$ cat config.mk
export PLATFORM = sky130hd
export DESIGN_NAME = serial_subtractor
export DESIGN_NICKNAME = d
export VERILOG_FILES = /design/src/rtl/serial_subtractor.sv
export SDC_FILE = /design/constraint.sdc
export NUM_CORES = 1
export LEC_CHECK = 0
export ABC_AREA = 1
export BUFFER_PORTS_ARGS = -buffer_cell sky130_fd_sc_hd__buf_2
export CORE_ASPECT_RATIO = 0.75
export CORE_UTILIZATION = 41
export CTS_CLUSTER_DIAMETER = 100
export DETAILED_ROUTE_END_ITERATION = 6
export PLACE_DENSITY = 0.72
export SLEW_MARGIN = 40
export SYNTH_ARGS = -nofsm -noshare
export SYNTH_HDL_FRONTEND = slang
export SYNTH_SLANG_ARGS = --single-unit
$ cat constraint.sdc
create_clock -name clock -period 1.6 [get_ports clock]
set_input_delay 0.24 -clock clock [delete_from_list [all_inputs] [get_ports clock]]
set_output_delay 0.24 -clock clock [all_outputs]
set_load 0.005 [all_outputs]
$ cat src/rtl/serial_subtractor.sv
// Bit-serial a - b - bin through a single full-subtractor cell, LSB first.
// Latency: start accepted at edge N -> done pulse and diff/bout valid from edge N+WIDTH.
// Backpressure: none; start is ignored while busy, results are held until the next completion.
module serial_subtractor #(
    parameter int WIDTH = 4
) (
    input  logic             clock,
    input  logic             reset,
    input  logic             start,
    input  logic [WIDTH-1:0] a,
    input  logic [WIDTH-1:0] b,
    input  logic             bin,
    output logic             busy,
    output logic             done,
    output logic [WIDTH-1:0] diff,
    output logic             bout
);

    // Counter indexes bits 0..WIDTH-1; WIDTH >= 2 keeps clog2 at least 1.
    localparam int CW = $clog2(WIDTH);
    localparam logic [CW-1:0] LAST = CW'(WIDTH - 1);

    typedef enum logic {
        IDLE,
        RUN
    } state_t;

    state_t           state;
    logic [WIDTH-1:0] sa;
    logic [WIDTH-1:0] sb;
    logic [WIDTH-1:0] sr;
    logic             br;
    logic [CW-1:0]    cnt;

    logic             d;
    logic             bo;

    // One full-subtractor cell acting on the current LSBs and the running borrow.
    always_comb begin
        d  = sa[0] ^ sb[0] ^ br;
        bo = (~sa[0] & sb[0]) | (~(sa[0] ^ sb[0]) & br);
    end

    // Control FSM and datapath: capture operands on start, then retire one bit per clock.
    always_ff @(posedge clock or posedge reset) begin
        if (reset) begin
            state <= IDLE;
            sa    <= '0;
            sb    <= '0;
            sr    <= '0;
            br    <= 1'b0;
            cnt   <= '0;
            busy  <= 1'b0;
            done  <= 1'b0;
            diff  <= '0;
            bout  <= 1'b0;
        end else begin
            // done is a single-cycle strobe.
            done <= 1'b0;
            case (state)
                IDLE: begin
                    if (start) begin
                        sa    <= a;
                        sb    <= b;
                        br    <= bin;
                        cnt   <= '0;
                        busy  <= 1'b1;
                        state <= RUN;
                    end
                end
                RUN: begin
                    sa  <= sa >> 1;
                    sb  <= sb >> 1;
                    sr  <= {d, sr[WIDTH-1:1]};
                    br  <= bo;
                    cnt <= cnt + 1'b1;
                    // Last bit: publish the assembled result including this cycle's bit.
                    if (cnt == LAST) begin
                        diff  <= {d, sr[WIDTH-1:1]};
                        bout  <= bo;
                        done  <= 1'b1;
                        busy  <= 1'b0;
                        state <= IDLE;
                    end
                end
                default: state <= IDLE;
            endcase
        end
    end

endmodule

Word-level counts from Yosys, hierarchy flattened
Index checks and enable logic that the tools add are counted.

cells by class
  add/sub/neg operators = 1
  $mul = 0
  divide/modulo/power cells = 0
  magnitude comparators = 0
  equality and inequality tests = 3
  shift operators = 0
  mux-type cells = 16
  bitwise logic cells = 8
  reduce and logical (&&, ||, !) cells = 2

operators with widths
  cell                                           number
  case mux 4 bit (2 select lines)                2
  two-way mux 4 bit                              2
  two-way mux 1 bit                              7
  case mux 1 bit (2 select lines)                3
  case mux 2 bit (2 select lines)                1
  AND reduction 2 bit                            2
  inverter 1 bit                                 3
  adder 2 x 1 -> 2 bit, second input constant    1
  AND 1 bit                                      2
  equality test 2 bit, second input constant     1
  two-way mux 2 bit                              1
  != test 2 x 1 -> 1 bit, second input constant  1
  != test 2 bit, second input constant           1
  XOR 1 bit                                      2
  OR 1 bit                                       1

word-level totals
  register bits after elaboration = 23
  latch bits = 0
  memory bits (writable) = 0
  memory bits (read-only) = 0
  bits of input ports = 12
  output and inout port bits = 7
  logic and storage cells = 40
  memories kept = 0

Depth between registers and ports, before layout
Gate-level depths: netlist (run 1).

  word-level depth = 5
  depth in mapped cells = 5
  depth with buffers taken out = 5

Worst setup path before layout (run 1)
No wires, ideal clock.

  path type = reg2reg
  start point = register sa[0]
  end point = register sr[3]
  setup time = 126 ps
  arrival = 988 ps
  data required time = 1474 ps
  setup slack = 485 ps
  stages on the path, launching flop included = 4
  buffers on the path = 0
  period minus slack after synthesis = 1115 ps
  path through = dfrtp_1 fa_1 nand2_1 o21ai_0

on the way
  word-level cells in the longest chain between the ends = 2

ends and longest elaborated chain
  element                  line  text
  from (decl)              29    logic [WIDTH-1:0] sa;
  from (signal assigned)   72    sa <= sa >> 1;
  XOR 1 bit (2 in series)  40    d = sa[0] ^ sb[0] ^ br;
  named net d              35    logic d;
  to (signal assigned)     74    sr <= {d, sr[WIDTH-1:1]};
  to (decl)                31    logic [WIDTH-1:0] sr;

The timed path passes the listed nets, and every way through them passes these cells.
A chain may end at the register's enable or synchronous reset.

Final worst setup path (run 1)
Ends and elaborated chain as after synthesis.

==> results of run 1 <==
[state kept, by name (all words and copies together), names as in the netlist]
signal / cells
diff: 4
state: 1
done: 1
busy: 1
sa: 4
br: 1
cnt: 2
sr: 3
sb: 4
bout: 1
[metal layers]
metal	vias to the layer above	routed length, um	track usage
met5	-	0	0
met4	0	0	0.0293
met3	0	96	0.0627
met2	23	748	0.256
met1	315	781	0.190
li1	352	-	-
[metrics by stage]
stage / worst slack (ns) / hold WS, ns
5_1_grt: 0.355 / 0.176
2_1_floorplan: 0.485 / 0.229
4_1_cts: 0.404 / 0.156
3_5_place_dp: 0.430 / 0.290
6_report: 0.422 / 0.162
3_3_place_gp: 0.475 / 0.280
[layout make-up]
cell class | count | share of cell area
Timing Repair Buffer | 21 | 0.107
Clock buffer | 4 | 0.0338
Inverter | 10 | 0.0350
Multi-Input combinational cell | 63 | 0.282
Sequential cell | 22 | 0.513
Tap cell | 24 | 0.0280
[timing repair]
action	4_1_cts	5_1_grt
buffers inserted	0	0
hold buffers	1	0
hold endpoints to repair	22	0
setup endpoints to repair	0	0
[power groups by stage]
stage	combinational, mW	clock [mW]	sequential [mW]
final	0.634	0.305	0.933
after global routing	0.746	0.346	0.964
after CTS	0.648	0.316	0.936
after detailed placement	0.643	0	0.949
after global placement	0.614	0	0.930
after floorplan	0.511	0	0.910
[synthesized netlist by cell type]
cell type  count
a21oi_1        1
o21ai_1        1
buf_6          3
nand2_2        1
nor2_4         1
nand3_1       16
o21ai_0        7
buf_4          2
fa_1           1
inv_1          8
nor2_1         1
ha_1           1
nand2_1       33
dfrtp_1       22
inv_2          2
[cell families (layout without fill, tap and decap cells)]
logic type               after synthesis  count (layout)
AND/OR/NAND/NOR                       52              52
flip-flops                            22              22
buffers and inverters                 15              35
AO/OA/AOI/OAI                          9               9
adder cells (fa/ha/maj)                2               2
[worst max-delay path: stages (launching register included)]
cell and delay (ns):
dfrtp_1 0.43, fa_1 0.56, nand2_1 0.05, o21ai_0 0.07
[how the worst max path moves through the flow]
| stage | to | slack [ns] |
|---|---|---|
| 6_report | sr[3] | 0.42 |
| 5_1_grt | sr[3] | 0.36 |
| 4_1_cts | sr[3] | 0.40 |
| 3_5_place_dp | sr[3] | 0.43 |
| 3_3_place_gp | sr[3] | 0.48 |
| 2_1_floorplan | sr[3] | 0.49 |
==> qor.yml, run 1 <==
status:
  status: "finished, violations left"
  violations: "DRC"
die:
  core_area_um2: 2080
  rows: 14
  start_util: 0.451
  fp.dieW_um: 57.3
  ioPinCount: 19
  dieArea_um2: 2490
  die_y_um: 43.5
finish:
  finalNonFillerCells: 144
  nFillCells: 215
  n_antenna_cell: 0
  multi_input_area_um2: 303
  final_cell_mix: "33 x nand2_1, 22 x dfrtp_1, 18 x buf_2"
  seqCellArea_um2: 551
  fin_util: 0.514
  areaGrowthSynthToFinish_pct: 14.1
  drive_above_1_share: 0.233
  final_common_cell: "nand2_1"
  design_area_um2: 1070
  final_nets: 135
drt:
  first_pass_iters: 6
  vias: 690
  drt_iter0_drc: 12
  drt_wl_total_mm: 1.63
  antenna_left: 0
  via_per_inst: 4.79
  avgRoutedWirePerCell_um: 11.3
  drcViolationCount: 2
critical_path:
  critPathKind: "flop to flop"
  reg2reg_slack_ns: 0.42
  crit_required_ns: 1.83
  crit_fanout: 2
  reg2regPathDepth: 3
  arrival_ns: 1.41
  cp-start-kind: "flop"
  r2r_start: "sa[0]"
  r2r_end: "sr[3]"
  endpoint_kind: "flop"
  crit_start: "sa[0]"
synthesis:
  synthXorXnorAreaFrac: 0
  ys_ff_latch: 22
  ys_warn_count: 0
  syn-instance-count: 100
  yosys.area.top_type_share: 0.586
  syn_nets: 114
  synthTopCellsByArea: "dfrtp_1 59%, nand2_1 13%, nand3_1 8.5%"
  avgSynthCellArea_um2: 9.40
  synth.yosys.seq_area_share: 0.586
  synth_compound_area_frac: 0.0479
  yosys.area_share.adder: 0.0346
  synth.largest_area_cell: "dfrtp_1"
  synthMuxAreaShare: 0
  netlist_area_um2: 940
  ys_types: 15
  synth-simple-area-share: 0.240
  synth_top_family_by_area: "simple AND/OR/NAND/NOR gates"
grt:
  grt_pass1_vias: 638
  antenna_found_initial: 0
  grt_pass1_wl_mm: 2.83
  overflow: 0
  grt_start_max_net_pins: 23
  grt_util_all_layers: 0.153
pwr:
  switching_share: 0.359
  ir_drop_mv: 0.695
  switchingPower_uw: 671
  pwr-share-clk: 0.163
  p_int_mw: 1.20
  p_leak_nw: 0.577
  power.total_mw: 1.87
  p_per_area_nw_per_um2: 1750
  power_frac_seq: 0.498
  comb_power_share: 0.339
place:
  dpl.hpwl_mm: 1.17
  placed_cells: 139
  placed_cell_area_um2: 1030
  portBuffers: 18
  place.gp.congestion: 0.709
sta:
  fin_crit_ns: 1.18
  slew_headroom: 0.779
  fmax_mhz: 849
  setup_tns_ns: 0
  setup_viol: 0
  rsz0062_at_grt: "no"
  maxSlewViolCount: 0
  hold_violations: 0
  clock_skew_ns: 0.00418
  fin_crit_sh: 0.736
  max_slew.worst_pin.slew_ns: 0.332
clock_network:
  clk_pin_slew_ns: 0.12
  cts_root_buffer: "clkbuf_4"
  tritoncts: "built"
  ctsResizeCount: 0
  clockBufferDepth: 2
  clk_latency_ns: 0.31
  cts_made_buffers: 3
  cts_sinks: 22
  h-tree-depth: 1
run:
  max_cap_viol_count: 0
min_path:
  min_from: "b[3]"
  hold_path_class: "primary input to flop"
  min_to: "sb[3]"
  whs_path_depth: 3
Power figures use the tool's default switching activity.
==> run 2: changes to the inputs <==
PLACE_DENSITY = 0.75   (was 0.72)
clock period = 1.07 ns   (was 1.6 ns; I/O delays follow)
==> qor.yml, run 2 (synthesized netlist as in run 1, its figures left out) <==
die:
  fp.dieW_um: 57.3  # unchanged
  core_area_um2: 2080  # unchanged
  ioPinCount: 19  # unchanged
  dieArea_um2: 2490  # unchanged
  start_util: 0.451  # unchanged
  rows: 14  # unchanged
  die_y_um: 43.5  # unchanged
finish:
  final_nets: 139  # +3.0%
  design_area_um2: 1110  # +4.0%
  drive_above_1_share: 0.282  # +0.0489
  finalNonFillerCells: 148  # +2.8%
  areaGrowthSynthToFinish_pct: 18.6
  fin_util: 0.535  # +0.0204
  final_common_cell: "nand2_1"
  n_antenna_cell: 0  # unchanged
  final_cell_mix: "33 x nand2_1, 22 x dfrtp_1, 18 x buf_2"
  reg_top3: "diff (4), sa (4), sb (4)"
grt:
  grt_pass1_wl_mm: 2.99  # +5.8%
  grt_util_all_layers: 0.161  # +0.00814
  grt_start_max_net_pins: 23  # unchanged
  antenna_found_initial: 0  # unchanged
  grt_pass1_vias: 723  # +13%
  overflow: 0  # unchanged
drt:
  antenna_left: 0  # unchanged
  first_pass_iters: 5  # -1
  drt_wl_total_mm: 1.79  # +10%
  via_per_inst: 4.91  # +2.5%
  drcViolationCount: 2  # unchanged
  drt_iter0_drc: 22  # +10
  avgRoutedWirePerCell_um: 12.1  # +7.2%
  vias: 727  # +5.4%
pwr:
  p_leak_nw: 0.591  # +2.4%
  ir_drop_mv: 0.972  # +40%
  power.total_mw: 2.95  # +57%
  p_per_area_nw_per_um2: 2640  # +51%
critical_path:
  critPathKind: "flop to flop"
  crit_end: "sr[3]"
  crit_family: "adder cells"
  slowest_stage: "fa_1"
  crit_start: "br"
  r2r_end: "sr[3]"
  arrival_ns: 1.39  # -0.02 ns
  crit_required_ns: 1.32  # -0.51 ns
  cp.depth: 4  # +1
  cp-start-kind: "flop"
  endpoint_kind: "flop"
  critical_path_buf_inv_count: 1  # +1
  worstPathCellList: "inv_2, fa_1, nand2_1, o21ai_1"
  crit_fanout: 2  # unchanged
  reg2reg_slack_ns: -0.07  # -0.49 ns
  reg2regPathDepth: 4  # +1
  r2r_start: "br"
  slowest_delay_ns: 0.55  # about the same
sta:
  slew_headroom: 0.680  # -0.0992
  fin_crit_sh: 1.06  # +0.329
  max_slew.worst_pin.slew_ns: 0.481  # +0.149 ns
  maxSlewViolCount: 0  # unchanged
  setup_viol: 13  # +13
  setup_tns_ns: -0.288  # -0.288 ns
  hold_violations: 0  # unchanged
  fmax_mhz: 878  # +3.4%
  fin_crit_ns: 1.14  # -0.0385 ns
  hold-worst-slack_ns: 0.0853  # -0.0770 ns
  fin_ws_ns: -0.0692  # -0.491 ns
  rsz0062_at_grt: "yes"
  clock_skew_ns: 0.00430  # +0.000120 ns
place:
  placed_cell_area_um2: 1040  # +1.5%
  place.gp.congestion: 0.692  # -2.3%
  placed_cells: 141  # +1.4%
  pre_cts_slack_ns: -0.0536  # -0.484 ns
  portBuffers: 18  # unchanged
  dpl.hpwl_mm: 1.23  # +4.7%
clock_network:
  clk_latency_ns: 0.31  # about the same
  cts_root_buffer: "clkbuf_4"
  clk_pin_slew_ns: 0.12  # about the same
  h-tree-depth: 1  # unchanged
  tritoncts: "built"
  postCtsSetupBuffers: 0  # unchanged
  cts_made_buffers: 3  # unchanged
  clockBufferDepth: 2  # unchanged
  cts_sinks: 22  # unchanged
status:
  violations: "DRC, setup timing"
  status: "finished, violations left"
min_path:
  hold_path_class: "primary input to flop"
run:
  max_cap_viol_count: 0  # unchanged
[run 2: layer usage]
layer  track usage  wire (um)  vias up
li1              -          -      365
met1         0.191        782      343
met2         0.292        912       19
met3        0.0627         96        0
met4        0.0146          0        0
met5             0          0        -
[run 2: cell type report]
cell class / count / area, um2
Sequential cell: 22 / 551
Fill cell: 207 / 970
Timing Repair Buffer: 23 / 130
Inverter: 10 / 40.0
Tap cell: 24 / 30.0
Clock buffer: 4 / 36.3
Multi-Input combinational cell: 65 / 328
[run 2: how the worst min path moves through the flow]
stage,start,to,depth (start not counted)
floorplan,reset,bout,1
global placement,reset,sb[3],3
detailed placement,reset,sb[3],3
CTS,b[3],sb[3],3
global route,b[3],sb[3],3
finish,b[3],sb[3],3
[run 2: repair_timing]
action / 4_1_cts / 5_1_grt
gates cloned: 0 / 2
pin swaps: 2 / 2
endpoints found under the hold margin: 22 / 0
setup endpoints to repair: 4 / 19
hold buffers: 1 / 0
gates resized for setup: 2 / 5
[run 2: tightest hold or removal path: stages]
cell and delay, ns:
buf_2 0.08, nand3_1 0.07, nand2_1 0.06
[run 2: power breakdown]
| group | switching (mW) | internal, mW |
|---|---|---|
| Sequential | 0.228 | 1.18 |
| Clock | 0.248 | 0.208 |
| Combinational | 0.596 | 0.484 |
| Total | 1.07 | 1.87 |
